File: config.mk
export PLATFORM = sky130hd
export DESIGN_NAME = pool_frame_sched
export DESIGN_NICKNAME = d
export VERILOG_FILES = /design/src/rtl/pool_frame_sched.sv
export SDC_FILE = /design/constraint.sdc
export NUM_CORES = 1
export LEC_CHECK = 0
export CAP_MARGIN = 20
export CORE_ASPECT_RATIO = 0.8
export CORE_MARGIN = 2
export CORE_UTILIZATION = 45
export CTS_BUF_LIST = sky130_fd_sc_hd__clkbuf_16
export DETAILED_ROUTE_END_ITERATION = 8
export GPL_TIMING_DRIVEN = 0
export PLACE_DENSITY_LB_ADDON = 0.05
export SYNTH_ARGS = -nofsm -noshare
export SYNTH_HDL_FRONTEND = slang
export SYNTH_SLANG_ARGS = --single-unit
File: constraint.sdc
create_clock -name clk -period 2.5 [get_ports clk]
set_input_delay 0.625 -clock clk [delete_from_list [all_inputs] [get_ports clk]]
set_output_delay 0.625 -clock clk [all_outputs]
set_load 0.02 [all_outputs]
File: src/rtl/pool_frame_sched.sv
// Frame scheduler for the max-pool row datapath: sequences ce/sel/load_sr/rst_m/op_en
// over P-row bands, feature maps and channels. Optional stall counter: POOL_FRAME_SCHED_PERF_EN.
module pool_frame_sched #(
  parameter int M      = 6,
  parameter int P      = 2,
  parameter int N_ROWS = 6,
  parameter int CH     = 1,
  parameter int CW     = 9
) (
  input  logic        clk,
  input  logic        master_rst_n,
  input  logic        start,
  input  logic        in_valid,
  output logic        in_ready,
  input  logic        out_ready,
  output logic        ce,
  output logic [1:0]  sel,
  output logic        load_sr,
  output logic        rst_m,
  output logic        op_en,
  output logic        busy,
  output logic        frame_done
`ifdef POOL_FRAME_SCHED_PERF_EN
  ,
  output logic [15:0] stall_cnt
`endif
);

  if ((M % P) != 0 || (N_ROWS % P) != 0) begin : g_cfg_err
    $error("pool_frame_sched: M and N_ROWS must be multiples of P");
  end

  localparam logic [CW-1:0] P_C       = CW'(P);
  localparam logic [CW-1:0] P_LAST    = CW'(P - 1);
  localparam logic [CW-1:0] COL_LAST  = CW'(M - 1);
  localparam logic [CW-1:0] BAND_LAST = CW'(N_ROWS / P - 1);
  localparam logic [CW-1:0] CHN_LAST  = CW'(CH - 1);

  typedef enum logic [1:0] {IDLE, RUN, HOLD, DONE} state_t;

  state_t        state, state_nx;
  logic [CW-1:0] col, rib, band, chn, ph;
  logic          col_end, rib_end, band_end, chn_end;
  logic          close_win, last_win, last_pend;

  assign ph       = col % P_C;
  assign col_end  = (col == COL_LAST);
  assign rib_end  = (rib == P_LAST);
  assign band_end = (band == BAND_LAST);
  assign chn_end  = (chn == CHN_LAST);

  // An unacknowledged result blocks input; the final result also blocks the next beat.
  always_comb begin
    state_nx = state;
    in_ready = 1'b0;
    busy     = 1'b0;
    case (state)
      IDLE: if (start) state_nx = RUN;
      RUN: begin
        busy     = 1'b1;
        in_ready = !(op_en && (!out_ready || last_pend));
        if (op_en && out_ready && last_pend) state_nx = DONE;
        else if (op_en && !out_ready)        state_nx = HOLD;
      end
      HOLD: begin
        busy = 1'b1;
        if (out_ready) state_nx = last_pend ? DONE : RUN;
      end
      DONE:    state_nx = IDLE;
      default: state_nx = IDLE;
    endcase
  end

  always_comb begin
    ce      = in_valid && in_ready;
    sel     = 2'b00;
    load_sr = 1'b0;
    if (ce) begin
      if (ph == '0) sel = (rib == '0) ? 2'b10 : 2'b01;
      load_sr = (ph == P_LAST);
    end
    close_win = load_sr && rib_end;
    rst_m     = close_win;
    last_win  = close_win && col_end && band_end && chn_end;
  end

  always_ff @(posedge clk or negedge master_rst_n) begin
    if (!master_rst_n) begin
      state      <= IDLE;
      op_en      <= 1'b0;
      frame_done <= 1'b0;
      last_pend  <= 1'b0;
      col        <= '0;
      rib        <= '0;
      band       <= '0;
      chn        <= '0;
    end else begin
      state      <= state_nx;
      op_en      <= close_win || (op_en && !out_ready);
      frame_done <= (state == DONE);
      if (last_win)                last_pend <= 1'b1;
      else if (op_en && out_ready) last_pend <= 1'b0;
      if (ce) begin
        if (!col_end) begin
          col <= col + 1'b1;
        end else begin
          col <= '0;
          if (!rib_end) begin
            rib <= rib + 1'b1;
          end else begin
            rib <= '0;
            if (!band_end) begin
              band <= band + 1'b1;
            end else begin
              band <= '0;
              chn  <= chn_end ? '0 : chn + 1'b1;
            end
          end
        end
      end
    end
  end

`ifdef POOL_FRAME_SCHED_PERF_EN
  function automatic logic [15:0] sat_inc(input logic [15:0] v);
    return (v == 16'hFFFF) ? v : v + 16'd1;
  endfunction

  always_ff @(posedge clk or negedge master_rst_n) begin
    if (!master_rst_n)                 stall_cnt <= '0;
    else if (state == IDLE && start)   stall_cnt <= '0;
    else if (busy && !in_ready)        stall_cnt <= sat_inc(stall_cnt);
  end
`endif

endmodule
==> results of run 1 <==
-- registers in the layout, summed over array words and instances, names as in the netlist --
signal,cells
band,9
chn,9
col,9
rib,9
state,2
frame_done,1
last_pend,1
op_en,1
-- metal layers --
layer	vias up	GRT usage (%)	part of all wire, %
li1	891	-	-
met1	834	26.26	53
met2	24	23.70	43
met3	4	4.311	3.4
met4	0	5.820	0.94
met5	-	0	0
-- power breakdown --
group | internal [mW] | switching [mW] | leakage, nW | total [mW]
clock network | 0.362 | 0.245 | 0.0748 | 0.607
logic | 0.291 | 0.326 | 0.703 | 0.617
registers | 0.742 | 0.106 | 0.523 | 0.848
-- worst min-delay path by stage --
stage	startpoint	end	slack, ns	depth (start not counted)
4_1_cts	master_rst_n	frame_done$_DFF_PN0_	0.15	1
6_report	master_rst_n	frame_done$_DFF_PN0_	0.15	1
2_1_floorplan	master_rst_n	band[0]$_DFFE_PN0P_	0.33	0
3_5_place_dp	master_rst_n	frame_done$_DFF_PN0_	0.44	1
5_1_grt	master_rst_n	frame_done$_DFF_PN0_	0.14	1
3_3_place_gp	chn[8]$_DFFE_PN0P_	chn[8]$_DFFE_PN0P_	0.47	1
-- synth_stat cells, drive strengths merged (8+ instances only) --
library cell | instances | area share (%)
and3 | 8 | 2.1
nand2 | 11 | 1.7
nand3 | 20 | 4.2
inv | 21 | 3.3
nor2 | 8 | 1.3
nor4 | 10 | 5.0
nand4 | 9 | 2.4
nor3 | 8 | 1.7
ha | 13 | 6.8
dfrtp | 41 | 43
xor2 | 11 | 4.0
o21ai | 11 | 2.3
-- through the flow --
stage               setup TNS [ns]  setup WS [ns]
floorplan                        0        0.06194
global placement            -17.67        -0.9954
detailed placement          -5.036        -0.9942
CTS                              0        0.01873
global route                     0        0.01870
finish                           0         0.1372
-- area by class of cell --
cell class / count / area (um2)
multi-input combinational: 162 / 1269
clock inverter: 3 / 13.76
buffer: 9 / 63.81
clock buffer: 5 / 125.1
fill: 457 / 2257
inverter: 21 / 78.83
tap: 62 / 77.57
timing repair buffer: 17 / 152.6
sequential: 41 / 1027
-- timing repair --
action                     CTS  global route
resized for setup           20            10
setup endpoints to repair    6             6
setup buffers                2             1
pin swaps                    1             0
-- kinds of logic (layout without fill, tap and decap cells) --
family                     count (synthesis)  count (layout)
adders and majority gates                 13              13
xor gates and xnor gates                  18              18
buffers and inverters                     30              55
and+or+nand+nor                           89              89
AOI/OAI and AO/OA                         35              35
DFF                                       41              41
muxes                                      7               7
==> metrics.md, run 1 <==
| Metric | Value |
|---|---|
| GRT overflow | 0 |
| Compound-Gate Fraction of Synth Area | 10.02% |
| Placed instance area | 0.002609 mm2 |
| Crit. Startpoint | state[0]$_DFFE_PN0P_ |
| Status | finished clean |
| Power Density | 737.9 mW/mm2 |
| Slew Limit Fails | 0 |
| Slew margin rel. | 72.20% |
| 1st-iter DRT viols | 119 |
| # DRC | 0 |
| Peak VDD IR | 0.6346 mV |
| Buffers and inverters on the worst path | 2 |
| Most frequent cells in the layout | 40 x dfrtp_1, 21 x inv_1, 19 x nand3_1 |
| Synth-to-Final Area Change | 17.67% |
| Prevailing post-synth register cell | dfrtp_1 |
| Seq cells post-synth | 41 |
| Vias in the first global route | 1665 |
| Number of synthesized flops with an enable pin | 0 |
| Min Tclk post-route | 2.363 ns |
| H-tree Lvls | 2 |
| Most common cell after layout, fill and taps aside | dfrtp_1 |
| Crit path largest cell delay | 0.59 ns |
| Adder-cell share of the synthesized area | 6.817% |
| Antenna violations before repair | 0 |
| P_leak | 1.301 nW |
| Top cell family by delay on the critical path | buffers and inverters |
| Asr flop ratio synth | 100.0% |
| Via/cell ratio | 5.478 |
| Max Fclk | 0.4232 GHz |
| Crit end category | output pin |
| WHS | 0.1500 ns |
| Layout cells sized above 1 | 18.60% |
| Final Non-Filler Cells | 320 |
| Flop2flop setup slack | 0.40 ns |
| CP max stage cell | clkdlybuf4s50_1 |
| CP Depth | 3 |
| Yosys cell types | 42 |
| Post-detailed-route wirelength per cell | 14.61 um |
| Drt total wl | 4675 um |
| R2r worst-path depth | 7 |
| Worst-Margin Slew | 0.4132 ns |
| Fin. Hold Viols | 0 |
| Clock sink total | 41 |
| RSZ-0062 raised after global routing | no |
| Critical Path RT | 1.88 ns |
| Sequential-to-total area share from yosys stat | 43.00% |
| Simple-gate share of the synthesized area | 24.54% |
| Max Fanout on Critical Path | 6 |
| Die area | 0.005904 mm2 |
| Crit path DAT | 1.74 ns |
| Cell count after placement | 309 |
| Global-route wire length before repair | 8066 um |
| Placer congestion estimate | 0.7478 |
| Cell area after layout | 0.002808 mm2 |
| Core Region | 0.005065 mm2 |
| Mux contribution to synthesized area | 3.199% |
| Xor/xnor cell area share of the yosys netlist | 6.607% |
| CTS tree | built |
| Pre-Repair DR Iteration Count | 4 |
| Clk Latency, worst-skew pair | 0.28 ns |
| Ys Warns | 0 |
| Mapped cell area | 0.002386 mm2 |
| PnR Total Power | 2.072 mW |
| Antenna viol nets, final | 0 |
| Setup Skew | 0.007312 ns |
| Reg2reg end | chn[2]$_DFFE_PN0P_ |
| Die W | 85.41 um |
| End of the critical path | busy |
| CTS root buf | clkbuf_16 |
| Type of origin of the critical path | register |
| Buffers on Ports | 13 |
| CTS max path bufs | 2 |
| Nets | 275 |
| Core Util, Final | 55.43% |
| CTS Hold Bufs | 0 |
| Largest net degree at the start of global routing | 39 |
| Final period util | 94.51% |
| Largest family of logic cells by synthesized area | simple AND/OR/NAND/NOR gates |
| Min-delay worst type | in -> async |
| Maxcap violations | 0 |
| GRT Util Overall | 17.26% |
| Detailed Place HPWL | 3289 um |
| Setup CP Type | reg -> out |
| Cells after synthesis | 233 |
| I/O pin count | 14 |
| Starting Density | 47.11% |
| CTS Buf Count | 5 |
| Clk slew on worst S/H paths | 0.05 ns |
| Final Setup Violations | 0 |
| Antenna cells | 0 |
| CP cell instances | inv_1 -> ha_1 -> clkdlybuf4s50_1 |
| Worst reg2reg startpoint | col[1]$_DFFE_PN0P_ |
| Rows | 23 |
| Die H | 69.13 um |
| Syn_area_per_cell | 10.24 um2 |
| Syn Nets | 251 |
| DR vias | 1753 |
Note: power is estimated with default switching activity, not from simulation.
==> run 2, diff against run 1 <==
--- a/config.mk
+++ b/config.mk
@@ -6,10 +6,11 @@
 export NUM_CORES = 1
 export LEC_CHECK = 0
 export CAP_MARGIN = 20
+export CELL_PAD_IN_SITES_DETAIL_PLACEMENT = 0
+export CELL_PAD_IN_SITES_GLOBAL_PLACEMENT = 1
 export CORE_ASPECT_RATIO = 0.8
 export CORE_MARGIN = 2
 export CORE_UTILIZATION = 45
-export CTS_BUF_LIST = sky130_fd_sc_hd__clkbuf_16
 export DETAILED_ROUTE_END_ITERATION = 8
 export GPL_TIMING_DRIVEN = 0
 export PLACE_DENSITY_LB_ADDON = 0.05
==> run 2 against run 1 <==
Against the previous run: core utilization decreased by 0.30 points; hold slack improved by 0.15 ns; first-iteration DRC count decreased by 34%; highest routed layer unchanged; clock-buffer cell count increased by 1; sequential share of layout area increased by 0.20 points; die area unchanged; sequential power decreased by 1%; largest power group unchanged; wire length increased by 2.1%; largest cell class unchanged.
==> metrics.md, run 2 (same netlist as run 1, synthesis figures left out) <==
| Metric | Value |
|---|---|
| Status | finished clean |
| Maxcap violations | 0 (unchanged) |
| Antenna cells | 0 (unchanged) |
| PnR Total Power | 2.045 mW (-1.3%) |
| Setup CP Type | reg -> out |
| Slew Limit Fails | 0 (unchanged) |
| Crit. Startpoint | state[1]$_DFFE_PN0P_ |
| Starting Density | 47.11% (unchanged) |
| Layout cells sized above 1 | 19.84% (+1.2 points) |
| Detailed Place HPWL | 3385 um (+2.9%) |
| Placer congestion estimate | 0.7085 (-5.3%) |
| Slew margin rel. | 64.75% (-7.4 points) |
| Setup TNS | 0 ns (unchanged) |
| Antenna violations before repair | 0 (unchanged) |
| Pre-Repair DR Iteration Count | 4 (unchanged) |
| Die W | 85.41 um (unchanged) |
| Die H | 69.13 um (unchanged) |
| Vias in the first global route | 1701 (+2.2%) |
| DR vias | 1752 (-0.057%) |
| End of the critical path | rst_m |
| Min Tclk post-route | 2.361 ns (-0.001879 ns) |
| Core Region | 0.005065 mm2 (unchanged) |
| Clk slew on worst S/H paths | 0.08 ns (+0.03 ns) |
| Min-delay worst type | in -> async |
| CTS tree | built |
| Clock sink total | 41 (unchanged) |
| Via/cell ratio | 5.492 (+0.26%) |
| CTS Hold Bufs | 0 (unchanged) |
| R2r worst-path depth | 7 (unchanged) |
| 1st-iter DRT viols | 78 (-34%) |
| Largest net degree at the start of global routing | 22 (-44%) |
| Core Util, Final | 55.14% (-0.30 points) |
| Power Density | 732.3 mW/mm2 (-0.76%) |
| Die area | 0.005904 mm2 (unchanged) |
| Final Setup Violations | 0 (unchanged) |
| Worst reg2reg startpoint | col[1]$_DFFE_PN0P_ |
| Rows | 23 (unchanged) |
| P_leak | 1.279 nW (-1.7%) |
| Antenna viol nets, final | 0 (unchanged) |
| CTS root buf | clkbuf_8 |
| WHS | 0.2996 ns (+0.1497 ns) |
| RSZ-0062 raised after global routing | no |
| Reg2reg end | chn[2]$_DFFE_PN0P_ |
| GRT Util Overall | 17.48% (+0.22 points) |
| GRT overflow | 0 (unchanged) |
| Buffers on Ports | 13 (unchanged) |
| Synth-to-Final Area Change | 17.04% |
| Fin. Hold Viols | 0 (unchanged) |
| Global-route wire length before repair | 8204 um (+1.7%) |
| CTS max path bufs | 2 (unchanged) |
| Crit path DAT | 1.74 ns (about the same) |
| Worst-Margin Slew | 0.5287 ns (+0.1155 ns) |
| Flop2flop setup slack | 0.43 ns (+0.03 ns) |
| # DRC | 0 (unchanged) |
| CTS Buf Count | 5 (unchanged) |
| Critical Path RT | 1.88 ns (about the same) |
| Clk Latency, worst-skew pair | 0.29 ns (about the same) |
| Final period util | 94.44% (about the same) |
| H-tree Lvls | 2 (unchanged) |
| Most common cell after layout, fill and taps aside | dfrtp_1 |
| Type of origin of the critical path | register |
| I/O pin count | 14 (unchanged) |
| Setup Skew | 0.004767 ns (-0.002545 ns) |
| Max Fanout on Critical Path | 10 (+4) |
| Drt total wl | 4771 um (+2.1%) |
| Nets | 274 (-0.36%) |
| Max Fclk | 0.4236 GHz (about the same) |
| Post-detailed-route wirelength per cell | 14.96 um (+2.4%) |
| Most frequent cells in the layout | 40 x dfrtp_1, 20 x inv_1, 18 x nand3_1 |
| Peak VDD IR | 0.7744 mV (+22%) |
| Crit end category | output pin |
==> run 2: through the flow <==
step	worst slack (ns)	instance area, um2	cells
after floorplan	0.06194	2386	233
after global placement	-1.007	2594	308
after detailed placement	-1.031	2616	309
after CTS	0.02300	2771	319
after global routing	0.005745	2793	319
final	0.1391	2793	319
==> run 2: area by class of cell <==
class / count / area, um2
Timing Repair Buffer: 16 / 148.9
Clock buffer: 6 / 82.58
Fill cell: 456 / 2272
Inverter: 21 / 78.83
Tap cell: 62 / 77.57
Clock inverter: 2 / 37.54
Buffer: 9 / 63.81
Multi-Input combinational cell: 162 / 1276
Sequential cell: 41 / 1027
==> run 2: what timing repair did <==
action / in CTS / in global routing
pin swaps: 0 / 1
setup endpoints to repair: 6 / 5
resized for setup: 23 / 10
buffers inserted: 2 / 0
hold endpoints to repair: 0 / 0
==> run 2: layer usage <==
layer	track usage (%)	routed length (um)	part of all wire, %	vias to the layer above
li1	-	-	-	881
met1	28.15	2663	56	852
met2	22.83	1954	41	14
met3	4.072	109	2.3	5
met4	5.115	44	0.92	0
met5	0	0	0	-
==> run 2: worst min-delay path by stage <==
stage / startpoint / to / slack [ns] / depth (start not counted)
after detailed placement: chn[8]$_DFFE_PN0P_ / chn[8]$_DFFE_PN0P_ / 0.47 / 1
after global placement: chn[8]$_DFFE_PN0P_ / chn[8]$_DFFE_PN0P_ / 0.46 / 1
after floorplan: master_rst_n / band[0]$_DFFE_PN0P_ / 0.33 / 0
after CTS: master_rst_n / rib[3]$_DFFE_PN0P_ / 0.31 / 1
after global routing: master_rst_n / col[3]$_DFFE_PN0P_ / 0.34 / 1
final: master_rst_n / frame_done$_DFF_PN0_ / 0.30 / 1
==> run 2: power by group <==
group | switching (mW) | internal (mW) | leakage [nW]
sequential | 0.0983 | 0.740 | 0.523
combinational | 0.346 | 0.294 | 0.698
clock | 0.242 | 0.325 | 0.0574
total | 0.686 | 1.36 | 1.28
==> run 2: critical path, cell delays in order (launching register included) <==
cell and delay, ns:
dfrtp_1 0.41, inv_2 0.08, ha_4 0.16, o21ai_4 0.07, inv_1 0.09, nand2_2 0.07, inv_1 0.08, buf_6 0.14
nand3_2 0.10, inv_1 0.08, buf_4 0.13
==> run 3, diff against run 2 <==
--- a/config.mk
+++ b/config.mk
@@ -12,6 +12,7 @@
 export CORE_MARGIN = 2
 export CORE_UTILIZATION = 45
 export DETAILED_ROUTE_END_ITERATION = 8
+export GPL_ROUTABILITY_DRIVEN = 0
 export GPL_TIMING_DRIVEN = 0
 export PLACE_DENSITY_LB_ADDON = 0.05
 export SYNTH_ARGS = -nofsm -noshare
==> constraint.sdc (replaced) <==
create_clock -name clk -period 2.5 [get_ports clk]
set_input_delay 0.625 -clock clk [delete_from_list [all_inputs] [get_ports clk]]
set_output_delay 0.625 -clock clk [all_outputs]
set_load 0.01 [all_outputs]
==> run 3 against run 2 <==
Against the previous run: combinational power decreased by 2%; via count is 0.57% lower; sequential power fell by 0.5%; cell count rose by 0.63%; design area increased by 1.2%; setup slack got worse by 0.035 ns; register-to-register slack is essentially flat; hold slack improved by 0.011 ns; sequential share of layout area down 0.48 points; flip-flop and latch count unchanged; critical path type is now in -> out; critical endpoint unchanged; largest power group unchanged; highest routed layer unchanged.
==> metrics.md, run 3 (same netlist as run 1, synthesis figures left out) <==
| Metric | Value |
|---|---|
| H-tree Lvls | 2 (unchanged) |
| Global-route wire length before repair | 8217 um (+0.16%) |
| Most frequent cells in the layout | 41 x dfrtp_1, 19 x nand3_1, 18 x inv_1 |
| Fin. Hold Viols | 0 (unchanged) |
| Reg2reg end | chn[2]$_DFFE_PN0P_ |
| Power Density | 716.4 mW/mm2 (-2.2%) |
| Post-detailed-route wirelength per cell | 14.77 um (-1.2%) |
| Crit end category | output pin |
| Comb pwr share | 31.0% (-0.3 points) |
| Clk slew on worst S/H paths | 0.08 ns (about the same) |
| RSZ-0062 raised after global routing | yes |
| Worst reg2reg startpoint | col[1]$_DFFE_PN0P_ |
| 1st-iter DRT viols | 68 (-13%) |
| Via/cell ratio | 5.427 (-1.2%) |
| Antenna cells | 0 (unchanged) |
| Cell count after placement | 309 (unchanged) |
| Sequential share of power | 41.2% (+0.2 points) |
| Largest net degree at the start of global routing | 22 (unchanged) |
| Slew Limit Fails | 0 (unchanged) |
| Starting Density | 47.11% (unchanged) |
| Die area | 0.005904 mm2 (unchanged) |
| DR vias | 1742 (-0.57%) |
| Crit. Startpoint | out_ready |
| Switching share of total power | 32.10% (-1.5 points) |
| Min-delay worst type | in -> async |
| Core Region | 0.005065 mm2 (unchanged) |
| Clk Latency, worst-skew pair | 0.29 ns (about the same) |
| Max Fclk | 0.4174 GHz (-1.5%) |
| Final Setup Violations | 0 (unchanged) |
| Layout cells sized above 1 | 20.46% (+0.62 points) |
| Die H | 69.13 um (unchanged) |
| GRT overflow | 0 (unchanged) |
| P_leak | 1.287 nW (+0.59%) |
| Worst-Margin Slew | 0.5457 ns (+0.01701 ns) |
| Setup TNS | 0 ns (unchanged) |
| Peak VDD IR | 0.7510 mV (-3.0%) |
| Detailed Place HPWL | 3385 um (unchanged) |
| Setup Skew | 0.007170 ns (+0.002403 ns) |
| PnR Total Power | 2.025 mW (-0.99%) |
| CTS root buf | clkbuf_8 |
| Buffers on Ports | 13 (unchanged) |
| Crit path DAT | 1.77 ns (+0.03 ns) |
| Type of origin of the critical path | input pin |
| Flop2flop setup slack | 0.43 ns (about the same) |
| CTS Hold Bufs | 0 (unchanged) |
| Antenna viol nets, final | 0 (unchanged) |
| Nets | 276 (+0.73%) |
| Clk pwr share | 27.8% (about the same) |
| Maxcap violations | 0 (unchanged) |
| Clock sink total | 41 (unchanged) |
| Max Fanout on Critical Path | 9 (-1) |
| Antenna violations before repair | 0 (unchanged) |
| Placed instance area | 0.002616 mm2 (unchanged) |
| FILL cells | 457 (+0.22%) |
| Drt total wl | 4741 um (-0.63%) |
| Cell area after layout | 0.002826 mm2 (+1.2%) |
| Pre-Repair DR Iteration Count | 4 (unchanged) |
| Final period util | 95.84% (+1.4 points) |
| Vias in the first global route | 1714 (+0.76%) |
| # DRC | 0 (unchanged) |
| Int Pwr | 1.375 mW (+1.2%) |
| Most common cell after layout, fill and taps aside | dfrtp_1 |
| Status | finished clean |
| Synth-to-Final Area Change | 18.46% |
| I/O pin count | 14 (unchanged) |
| R2r worst-path depth | 7 (unchanged) |
| CTS tree | built |
| Slew margin rel. | 63.62% (-1.1 points) |
| Final Non-Filler Cells | 321 (+0.63%) |
| Min Tclk post-route | 2.396 ns (+0.03499 ns) |
| Psw | 0.6500 mW (-5.3%) |
| Rows | 23 (unchanged) |
| Die W | 85.41 um (unchanged) |
| GRT Util Overall | 17.51% (+0.025 points) |
| CTS Buf Count | 5 (unchanged) |
| CTS max path bufs | 2 (unchanged) |
| Critical Path RT | 1.88 ns (about the same) |
| Setup CP Type | in -> out |
==> run 3: final cells by class <==
cell class	instances	area (um2)	share of cell area (%)
clock inverter	2	37.54	1.328
multi-input combinational	162	1284	45.42
tap	62	77.57	2.745
inverter	21	78.83	2.789
clock buffer	6	82.58	2.922
timing repair buffer	18	176.4	6.242
buffer	9	63.81	2.258
sequential	41	1026	36.30
==> run 3: power groups by stage <==
stage / Sequential [mW] / Combinational [mW] / Clock [mW]
floorplan: 0.831 / 0.359 / 0
global route: 0.851 / 0.713 / 0.602
CTS: 0.829 / 0.604 / 0.580
global placement: 0.851 / 0.538 / 0
detailed placement: 0.849 / 0.542 / 0
finish: 0.835 / 0.627 / 0.563
==> run 3: how the worst max path moves through the flow <==
stage | to | depth (start not counted)
global placement | rst_m | 10
finish | rst_m | 10
floorplan | load_sr | 7
detailed placement | rst_m | 10
CTS | rst_m | 9
global route | sel[0] | 4
==> run 3: worst max-delay path: stages <==
cell	delay [ns]
clkdlybuf4s15_2	0.21
nor2b_4	0.14
o21ai_4	0.16
inv_2	0.06
nand2_2	0.09
inv_2	0.05
buf_6	0.13
nand3_4	0.08
inv_2	0.03
clkdlybuf4s15_2	0.21
==> run 3: what timing repair did <==
item                       in CTS  in global routing
gates resized for setup        20                  9
setup endpoints to repair       6                  4
pin swaps                       1                  1
setup buffers                   3                  1
==> run 3: per-layer routing <==
metal / GRT usage [%] / up-vias / wire length, um
met3: 4.072 / 5 / 110
met2: 22.92 / 15 / 1906
met4: 5.115 / 0 / 44
met1: 28.15 / 837 / 2679
met5: 0 / - / 0
li1: - / 885 / -
==> run 3: through the flow <==
stage               worst slack [ns]  utilization [%]  hold WS, ns
floorplan                     0.1804                -       0.3294
global placement             -0.9386            51.21       0.4616
detailed placement           -0.9628            51.66       0.4671
CTS                          0.01966            55.04       0.3098
global route               -0.008844            55.81       0.3370
finish                        0.1041            55.81       0.3102
